## config.mk

```make
export PLATFORM = sky130hd
export DESIGN_NAME = request_scheduler_flat
export DESIGN_NICKNAME = d
export VERILOG_FILES = /design/src/rtl/request_scheduler_if.sv /design/src/rtl/request_scheduler.sv /design/src/flat_wrapper.sv
export SDC_FILE = /design/constraint.sdc
export NUM_CORES = 1
export LEC_CHECK = 0
export ABC_AREA = 1
export BUFFER_PORTS_ARGS = -buffer_cell sky130_fd_sc_hd__clkbuf_2
export CAP_MARGIN = 10
export CORE_AREA = 5 5 42 44
export DETAILED_ROUTE_END_ITERATION = 10
export DIE_AREA = 0 0 47 49
export PLACE_DENSITY = 0.74
export SYNTH_ARGS = -nofsm -noshare
export SYNTH_HDL_FRONTEND = slang
export SYNTH_SLANG_ARGS = --single-unit
```

## constraint.sdc

```tcl
create_clock -name clk -period 3.7 [get_ports clk]
set_input_delay 0.74 -clock clk [delete_from_list [all_inputs] [get_ports clk]]
set_output_delay 0.74 -clock clk [all_outputs]
set_load 0.05 [all_outputs]
```

## src/rtl/request_scheduler_if.sv

```systemverilog
// ---------------------------------------------------------------------------
// request_scheduler_if
// Bundles the signals between the request scheduler, the button panels and
// the movement stage.
//   interior_panel [2:0] : cab buttons, bit i = floor i
//   exterior_panel [2:0] : hall buttons, bit i = floor i
//   cur_floor      [1:0] : current floor reported by the movement stage
//   served               : one-cycle pulse when the doors open at cur_floor
//   target_floor   [1:0] : floor the movement stage should travel to
//   target_valid         : target_floor is meaningful
//   dir            [1:0] : scan direction, 00 idle / 01 up / 10 down
//   pending        [2:0] : latched outstanding requests
// Modports: master = environment/testbench side, slave = scheduler side.
// ---------------------------------------------------------------------------
interface request_scheduler_if;
    logic [2:0] interior_panel;
    logic [2:0] exterior_panel;
    logic [1:0] cur_floor;
    logic       served;
    logic [1:0] target_floor;
    logic       target_valid;
    logic [1:0] dir;
    logic [2:0] pending;

    modport master (
        output interior_panel, exterior_panel, cur_floor, served,
        input  target_floor, target_valid, dir, pending
    );

    modport slave (
        input  interior_panel, exterior_panel, cur_floor, served,
        output target_floor, target_valid, dir, pending
    );
endinterface

```

## src/rtl/request_scheduler.sv

```systemverilog
// ---------------------------------------------------------------------------
// request_scheduler
// Three-floor elevator request scheduler. Latches cab/hall button presses,
// runs a SCAN-style IDLE/UP/DOWN state machine and tells the movement stage
// which floor to head for next. All outputs are registered.
// Ports:
//   clk  : sole clock, rising edge
//   rst  : asynchronous, active-high reset
//   bus  : request_scheduler_if.slave (panels, cur_floor, served in;
//          target_floor, target_valid, dir, pending out)
// Parameters:
//   HOME_FLOOR   : floor targeted by idle-return
//   IDLE_TIMEOUT : idle cycles before idle-return (1..255)
// Build option:
//   REQUEST_SCHEDULER_HOME_EN : when defined, compiles in idle-return to
//   HOME_FLOOR after IDLE_TIMEOUT idle cycles away from home.
// ---------------------------------------------------------------------------
module request_scheduler #(
    parameter int HOME_FLOOR   = 0,
    parameter int IDLE_TIMEOUT = 16
) (
    input  logic                  clk,
    input  logic                  rst,
    request_scheduler_if.slave    bus
);

    typedef enum logic [1:0] {
        ST_IDLE = 2'b00,
        ST_UP   = 2'b01,
        ST_DOWN = 2'b10
    } state_t;

    state_t     state_reg, state_next;
    logic [2:0] pending_reg, pending_next;
    logic [1:0] target_reg, target_next;
    logic       valid_reg, valid_next;
    logic [1:0] dir_reg, dir_next;

    logic [2:0] above_mask;
    logic [2:0] below_mask;
    logic [2:0] here_mask;
    logic       floor_legal;
    logic [1:0] lowest_above;
    logic [1:0] highest_below;

    // cur_floor = 3 is illegal: freeze scheduling and ignore served.
    assign floor_legal = (bus.cur_floor != 2'd3);

    genvar gi;
    generate
        for (gi = 0; gi < 3; gi++) begin : g_floor
            assign here_mask[gi]  = (2'(gi) == bus.cur_floor);
            assign above_mask[gi] = pending_reg[gi] && (2'(gi) > bus.cur_floor);
            assign below_mask[gi] = pending_reg[gi] && (2'(gi) < bus.cur_floor);
        end
    endgenerate

    assign lowest_above  = above_mask[0] ? 2'd0 : (above_mask[1] ? 2'd1 : 2'd2);
    assign highest_below = below_mask[2] ? 2'd2 : (below_mask[1] ? 2'd1 : 2'd0);

    // A service pulse beats a simultaneous press on the same floor.
    always_comb begin
        pending_next = pending_reg | bus.interior_panel | bus.exterior_panel;
        if (bus.served && floor_legal) begin
            pending_next = pending_next & ~here_mask;
        end
    end

`ifdef REQUEST_SCHEDULER_HOME_EN
    localparam logic [1:0] HOME    = 2'(HOME_FLOOR);
    localparam logic [7:0] TIMEOUT = 8'(IDLE_TIMEOUT);

    logic [7:0] idle_cnt_reg, idle_cnt_next;
    logic       home_active;

    always_comb begin
        idle_cnt_next = idle_cnt_reg;
        if ((|(bus.interior_panel | bus.exterior_panel)) || (bus.cur_floor == HOME)) begin
            idle_cnt_next = 8'd0;
        end else if (floor_legal && (pending_reg == 3'b000) && (state_reg == ST_IDLE)
                     && (idle_cnt_reg < TIMEOUT)) begin
            idle_cnt_next = idle_cnt_reg + 8'd1;
        end
    end

    // Home target is published on the same edge the counter saturates.
    assign home_active = (idle_cnt_next == TIMEOUT) && floor_legal && (pending_reg == 3'b000);

    always_ff @(posedge clk or posedge rst) begin
        if (rst) begin
            idle_cnt_reg <= 8'd0;
        end else begin
            idle_cnt_reg <= idle_cnt_next;
        end
    end
`endif

    always_comb begin
        state_next  = state_reg;
        target_next = target_reg;
        valid_next  = valid_reg;
        dir_next    = dir_reg;
        if (floor_legal) begin
            valid_next = |pending_reg;
            if (pending_reg == here_mask) begin
                // Only request is where we already are: hold here until served.
                state_next  = ST_IDLE;
                target_next = bus.cur_floor;
            end else begin
                case (state_reg)
                    ST_DOWN: begin
                        if (|below_mask)      state_next = ST_DOWN;
                        else if (|above_mask) state_next = ST_UP;
                        else                  state_next = ST_IDLE;
                    end
                    default: begin
                        // IDLE and UP both prefer upward when requests lie both ways.
                        if (|above_mask)      state_next = ST_UP;
                        else if (|below_mask) state_next = ST_DOWN;
                        else                  state_next = ST_IDLE;
                    end
                endcase
                if (state_next == ST_UP)   target_next = lowest_above;
                if (state_next == ST_DOWN) target_next = highest_below;
            end
            dir_next = state_next;
`ifdef REQUEST_SCHEDULER_HOME_EN
            if (home_active) begin
                target_next = HOME;
                valid_next  = 1'b1;
                dir_next    = (HOME > bus.cur_floor) ? 2'b01 : 2'b10;
            end
`endif
        end
    end

    always_ff @(posedge clk or posedge rst) begin
        if (rst) begin
            state_reg   <= ST_IDLE;
            pending_reg <= 3'b000;
            target_reg  <= 2'd0;
            valid_reg   <= 1'b0;
            dir_reg     <= 2'b00;
        end else begin
            state_reg   <= state_next;
            pending_reg <= pending_next;
            target_reg  <= target_next;
            valid_reg   <= valid_next;
            dir_reg     <= dir_next;
        end
    end

    assign bus.pending      = pending_reg;
    assign bus.target_floor = target_reg;
    assign bus.target_valid = valid_reg;
    assign bus.dir          = dir_reg;

endmodule

```

## src/flat_wrapper.sv

```systemverilog
// flat-port wrapper written by rule: the top's interface ports become plain ports
module request_scheduler_flat 
#(
    parameter int HOME_FLOOR   = 0,
    parameter int IDLE_TIMEOUT = 16
)
  (clk, rst, bus_interior_panel, bus_exterior_panel, bus_cur_floor, bus_served, bus_target_floor, bus_target_valid, bus_dir, bus_pending);
  request_scheduler_if bus_i ();
  input  logic clk;
  input  logic rst;
  input wire logic [$bits(bus_i.interior_panel)-1:0] bus_interior_panel;
  input wire logic [$bits(bus_i.exterior_panel)-1:0] bus_exterior_panel;
  input wire logic [$bits(bus_i.cur_floor)-1:0] bus_cur_floor;
  input wire logic [$bits(bus_i.served)-1:0] bus_served;
  output wire logic [$bits(bus_i.target_floor)-1:0] bus_target_floor;
  output wire logic [$bits(bus_i.target_valid)-1:0] bus_target_valid;
  output wire logic [$bits(bus_i.dir)-1:0] bus_dir;
  output wire logic [$bits(bus_i.pending)-1:0] bus_pending;
  assign bus_i.interior_panel = bus_interior_panel;
  assign bus_i.exterior_panel = bus_exterior_panel;
  assign bus_i.cur_floor = bus_cur_floor;
  assign bus_i.served = bus_served;
  assign bus_target_floor = bus_i.target_floor;
  assign bus_target_valid = bus_i.target_valid;
  assign bus_dir = bus_i.dir;
  assign bus_pending = bus_i.pending;
  request_scheduler #(.HOME_FLOOR(HOME_FLOOR), .IDLE_TIMEOUT(IDLE_TIMEOUT)) u_core (.clk(clk), .rst(rst), .bus(bus_i));
endmodule
```

==> impl_metrics.yaml, run 1 <==
power_and_ir_drop:
  peakVddDrop_uv: 215
  powerDensity_mw_per_mm2: 421
  cellLeakagePower_nw: 0.359
timing:
  clock.fmax_mhz: 490
  fin_crit_sh: 0.551
  skew_ns: 0.00366
  final_max_slew_viol_count: 0
  fin_tns_setup_ns: 0
  maxSlewHeadroom: 0.793
  worst_pin_slew_ns: 0.311
  fin_crit_ns: 2.04
  rsz0062_at_grt: "no"
  finalHoldViolations: 0
  setup_viol: 0
detailed_routing:
  via_per_inst: 4.95
  vias: 525
  detail_route.wl_per_cell_um: 11.3
  ant_nets: 0
  drc: 0
  drt_first_pass_iters: 4
  drt-initial-drc-count: 7
  drt_wl_total_mm: 1.20
logic_synthesis:
  syn_nets: 81
  seq_area_frac_synth: 0.384
  yosysWarnings: 0
  synth_cells: 69
  ys_seq_elements: 8
  ys_types: 18
  syn_area_per_cell_um2: 7.56
  synthesis.area_um2: 522
placement:
  globalplace.congestion: 0.755
  post-dp-hpwl_um: 963
  io_buffers: 18
cts:
  numCtsBuffers: 3
  htreeDepth: 1
  postCtsHoldBufs: 0
  clock_sinks: 8
  clkTransAtPathRegs_ns: 0.06
  clk_latency_ns: 0.26
  ctsResizeCount: 0
  clk_path_buf_depth: 2
  cts_setup_buffers: 0
  tritoncts: "built"
  ctsRootBufferMaster: "clkbuf_4"
floorplanning:
  die_h_um: 49
  die_area_mm2: 0.00230
  io-pin-count: 19
  initial_core_util: 0.372
  rows: 14
  design.core.area_mm2: 0.00140
  fp.dieW_um: 47
global_route:
  antenna_found_initial: 0
  grt_pass1_wl_mm: 1.95
  grt_pass1_vias: 479
  gr-usage-all-layers: 0.115
  grt_overflow: 0
  grt_max_degree: 9
flow_run:
  maxCapViolCount: 0
worst_setup_path:
  crit_arrival_ns: 2.18
  cp_max_fo: 6
  critPathLaunchType: "input port"
  crit_path_end_kind: "flip-flop"
  reg2regPathDepth: 7
  worstSetupPathType: "input port to flip-flop"
  required_ns: 3.84
cells_and_area:
  utilization: 0.467
  fin_nets: 104
  n_antenna_cell: 0
  drive_above_1_share: 0.378
  syn_to_final_growth_pct: 25.4
  largest_register_ffs: 3
outcome:
  status: "completed"
worst_hold_path:
  hp-class: "input port to async pin"
## routing by layer
layer	track usage	wire length (µm)	vias up
li1	-	-	263
met4	0.0415	18	0
met2	0.186	556	20
met3	0.0590	117	5
met5	0	0	-
met1	0.125	503	237
## worst max-delay path, stage by stage
cell	delay, ns
clkbuf_2	0.14
nor2_1	0.14
inv_1	0.09
ha_1	0.27
a21boi_1	0.28
nand3_2	0.18
a21oi_4	0.18
inv_2	0.05
nand2_1	0.05
nand2_1	0.05
## final cells by class
cell class              instances  area, µm²
clock buffers                   3       22.5
fillers                       156        747
inverters                      13       53.8
multi-input cells              48        268
flip-flops and latches          8        200
well taps                      16       20.0
repair buffers                 18       90.1
## cell usage in the layout, fill, tap and decap left out
cell,Yosys,layout
a21boi_1,1,1
nand2_1,20,20
clkinv_4,1,1
nand3_2,1,1
dfrtp_1,8,8
nor2_2,1,1
nand3_1,2,2
o32ai_1,3,3
nand4_1,2,2
clkbuf_4,0,3
nor2_1,6,6
clkbuf_2,0,18
ha_1,1,1
nand2_2,5,5
o21ai_1,2,2
inv_1,10,10
a21oi_4,1,1
inv_2,2,2
a21oi_1,1,1
nand2_4,2,2
## metrics by stage
step                std cells  total power [mW]  setup slack [ns]  area (µm²)  hold slack (ns)
finish                    106             0.275              1.66         654            0.398
global route              106             0.293              1.62         654            0.430
CTS                       106             0.279              1.71         654            0.408
detailed placement        103             0.209              1.48         632            0.468
global placement          103             0.207              1.55         632            0.463
floorplan                  69             0.184              1.78         522            0.556
## cell usage after synthesis, drive strengths merged
master	number	area, µm²
inv	12	45.1
ha	1	12.5
nand3	3	20.0
o32ai	3	26.3
clkinv	1	8.76
nand4	2	12.5
o21ai	2	10.0
dfrtp	8	200
nand2	27	129
a21boi	1	7.51
a21oi	2	21.3
nor2	7	28.8
## final timing paths
kind | from | end | slack (ns)
min | rst | u_core.bus.pending[1]$_DFF_PP0_ | 0.40
max in group asynchronous | rst | u_core.bus.target_floor[0]$_DFFE_PP0P_ | 3.07
max reg2reg | u_core.bus.pending[0]$_DFF_PP0_ | u_core.bus.target_floor[0]$_DFFE_PP0P_ | 2.08
min in group clk | u_core.bus.target_floor[1]$_DFFE_PP0P_ | u_core.bus.target_floor[1]$_DFFE_PP0P_ | 0.48
max | bus_cur_floor[1] | u_core.bus.target_floor[0]$_DFFE_PP0P_ | 1.66
min reg2reg | u_core.bus.target_floor[1]$_DFFE_PP0P_ | u_core.bus.target_floor[1]$_DFFE_PP0P_ | 0.48
## report_power, final
group          internal (mW)  total (mW)  switching (mW)
Clock                 0.0372      0.0684          0.0312
Combinational         0.0269       0.101          0.0739
Sequential            0.0982       0.106         0.00809
## logic make-up after synthesis
group | after synthesis | synth area share
buffers and inverters | 13 | 0.103
AOI/OAI and AO/OA | 8 | 0.125
and+or+nand+nor | 39 | 0.365
DFF | 8 | 0.384
adders and majority gates | 1 | 0.0240
(Power assumes the default switching activity.)
==> run 2: changes to the inputs <==
--- a/config.mk
+++ b/config.mk
@@ -11,7 +11,7 @@
 export CORE_AREA = 5 5 42 44
 export DETAILED_ROUTE_END_ITERATION = 10
 export DIE_AREA = 0 0 47 49
-export PLACE_DENSITY = 0.74
+export PLACE_DENSITY = 0.76
 export SYNTH_ARGS = -nofsm -noshare
 export SYNTH_HDL_FRONTEND = slang
 export SYNTH_SLANG_ARGS = --single-unit
==> constraint.sdc (replaced) <==
create_clock -name clk -period 1.6 [get_ports clk]
set_input_delay 0.32 -clock clk [delete_from_list [all_inputs] [get_ports clk]]
set_output_delay 0.32 -clock clk [all_outputs]
set_load 0.05 [all_outputs]
==> run 2 against run 1 <==
  * Non-clock buffer count increased by 6
  * Sequential share of layout area fell by 2.2 points
  * Global-route usage is 0.65 points higher
  * Count of clock-buffer cells in the layout grew 1
  * Worst setup slack worse by 1.5 ns
  * Flip-flop and latch count unchanged
  * Clock skew shrank 0.0034 ns
  * Largest cell class unchanged
==> impl_metrics.yaml, run 2 (synthesized netlist as in run 1, its figures left out) <==
power_and_ir_drop:
  p_switching_uw: 269
  p_total_uw: 664
  seq_power_share: 0.371
  p_clk_frac: 0.257
  powerDensity_mw_per_mm2: 935
  peakVddDrop_uv: 503
  switching_share: 0.405
  intPower_uw: 396
  cellLeakagePower_nw: 0.388
  pwr-share-comb: 0.372
detailed_routing:
  drc: 0
  vias: 533
  detail_route.wl_per_cell_um: 10.8
  via_per_inst: 4.72
  drt-initial-drc-count: 15
  drt_wl_total_mm: 1.22
  ant_nets: 0
  drt_first_pass_iters: 4
cts:
  clock_sinks: 8
  tritoncts: "built"
  htreeDepth: 1
  numCtsBuffers: 3
  ctsRootBufferMaster: "clkbuf_4"
  cts_setup_buffers: 0
  clkTransAtPathRegs_ns: 0.06
  clk_path_buf_depth: 2
  clk_latency_ns: 0.26
global_route:
  grt_overflow: 0
  grt_pass1_wl_mm: 2.06
  grt_max_degree: 9
  gr-usage-all-layers: 0.122
  antenna_found_initial: 0
  grt_pass1_vias: 518
floorplanning:
  design.core.area_mm2: 0.00140
  io-pin-count: 19
  die_h_um: 49
  die_area_mm2: 0.00230
  rows: 14
  fp.dieW_um: 47
  initial_core_util: 0.372
timing:
  rsz0062_at_grt: "no"
  final_max_slew_viol_count: 0
  fin_crit_sh: 0.900
  worst_pin_slew_ns: 0.302
  maxSlewHeadroom: 0.798
  finalHoldViolations: 0
  fin_crit_ns: 1.44
  clock.fmax_mhz: 694
  skew_ns: 0.000244
  finalWorstSetupSlack_ns: 0.160
  setup_viol: 0
placement:
  post-dp-hpwl_mm: 1.02
  io_buffers: 18
  globalplace.congestion: 0.844
  preCtsSetupSlack_ns: -0.120
  dpl_cell_area_um2: 671
worst_hold_path:
  hp-class: "input port to flip-flop"
  min_path_cells: 3
  holdPathEnd: "u_core.bus.pending[0]$_DFF_PP0_"
  min_from: "bus_exterior_panel[0]"
worst_setup_path:
  crit_arrival_ns: 1.59
  cp_max_fo: 4
  worstSetupPathType: "flip-flop to flip-flop"
  critPathLaunchType: "flip-flop"
  reg2reg_slack_ns: 0.16
  required_ns: 1.75
  crit_path_end_kind: "flip-flop"
  reg2regPathDepth: 7
  reg2reg_to: "u_core.bus.target_floor[1]$_DFFE_PP0P_"
  reg2reg_from: "u_core.bus.pending[0]$_DFF_PP0_"
cells_and_area:
  mostFrequentLayoutCell: "nand2_1"
  fin_nets: 110
  largest_register_ffs: 3
  n_antenna_cell: 0
  final_cell_mix: "nand2_1, clkbuf_2, inv_1"
  syn_to_final_growth_pct: 36.2
  drive_above_1_share: 0.423
  fin_area_um2: 711
flow_run:
  maxCapViolCount: 0
outcome:
  status: "completed"
## run 2: changes by cell type in the layout (fill, tap and decap cells not counted)
| cell | change |
|---|---|
| a21boi_2 | +1 |
| clkbuf_1 | +1 |
| dfrtp_2 | +1 |
| dlygate4sd3_1 | +1 |
| dfrtp_1 | -1 |
| a21boi_1 | -1 |
| buf_4 | +5 |
## run 2: layout make-up
type / instances / area, µm²
flip-flops and latches: 8 / 201
multi-input cells: 48 / 272
well taps: 16 / 20.0
fillers: 144 / 691
repair buffers: 24 / 138
clock buffers: 4 / 26.3
inverters: 13 / 53.8
## run 2: worst max path at each step
| stage | cells past startpoint | to | start | slack, ns |
|---|---|---|---|---|
| 6_report | 7 | u_core.bus.target_floor[1]$_DFFE_PP0P_ | u_core.bus.pending[0]$_DFF_PP0_ | 0.16 |
| 5_1_grt | 7 | u_core.bus.target_floor[1]$_DFFE_PP0P_ | u_core.bus.pending[0]$_DFF_PP0_ | 0.03 |
| 4_1_cts | 7 | u_core.bus.target_floor[1]$_DFFE_PP0P_ | u_core.bus.pending[0]$_DFF_PP0_ | 0.08 |
| 3_5_place_dp | 10 | u_core.bus.target_floor[1]$_DFFE_PP0P_ | bus_cur_floor[0] | -0.12 |
| 3_3_place_gp | 10 | u_core.bus.target_floor[0]$_DFFE_PP0P_ | bus_cur_floor[0] | -0.09 |
| 2_1_floorplan | 7 | u_core.bus.target_floor[0]$_DFFE_PP0P_ | u_core.bus.pending[0]$_DFF_PP0_ | 0.03 |
## run 2: routing by layer
| layer | wire [µm] | vias up | GRT usage |
|---|---|---|---|
| met2 | 629 | 20 | 0.183 |
| met4 | 4 | 0 | 0.0369 |
| li1 | - | 275 | - |
| met1 | 481 | 236 | 0.152 |
| met3 | 108 | 2 | 0.0554 |
| met5 | 0 | - | 0 |
## run 2: power by group through the flow
stage / registers [mW] / logic, mW / clock network [mW]
floorplan: 0.335 / 0.0901 / 0
global placement: 0.248 / 0.241 / 0
detailed placement: 0.250 / 0.246 / 0
CTS: 0.247 / 0.249 / 0.174
global route: 0.250 / 0.272 / 0.185
finish: 0.246 / 0.247 / 0.171
## run 2: critical path, cell delays in order, from the launching register on
cell	delay, ns
dfrtp_2	0.41
ha_1	0.27
a21boi_2	0.19
nand3_2	0.14
a21oi_4	0.17
inv_2	0.05
nand2_1	0.05
nand2_1	0.06
## run 2: timing repair
action / in CTS / in global routing
hold buffers: 1 / 0
endpoints found under the hold margin: 8 / 0
endpoints found under the setup margin: 0 / 2
gates resized for setup: 0 / 1
## run 2: stage by stage
stage          TNS [ns]  utilization  hold WS, ns  cells
2_1_floorplan         0            -        0.136     69
3_3_place_gp     -0.165        0.479        0.248    108
3_5_place_dp     -0.222        0.479        0.260    108
4_1_cts               0        0.504        0.289    113
5_1_grt               0        0.507        0.293    113
6_report              0        0.507        0.292    113
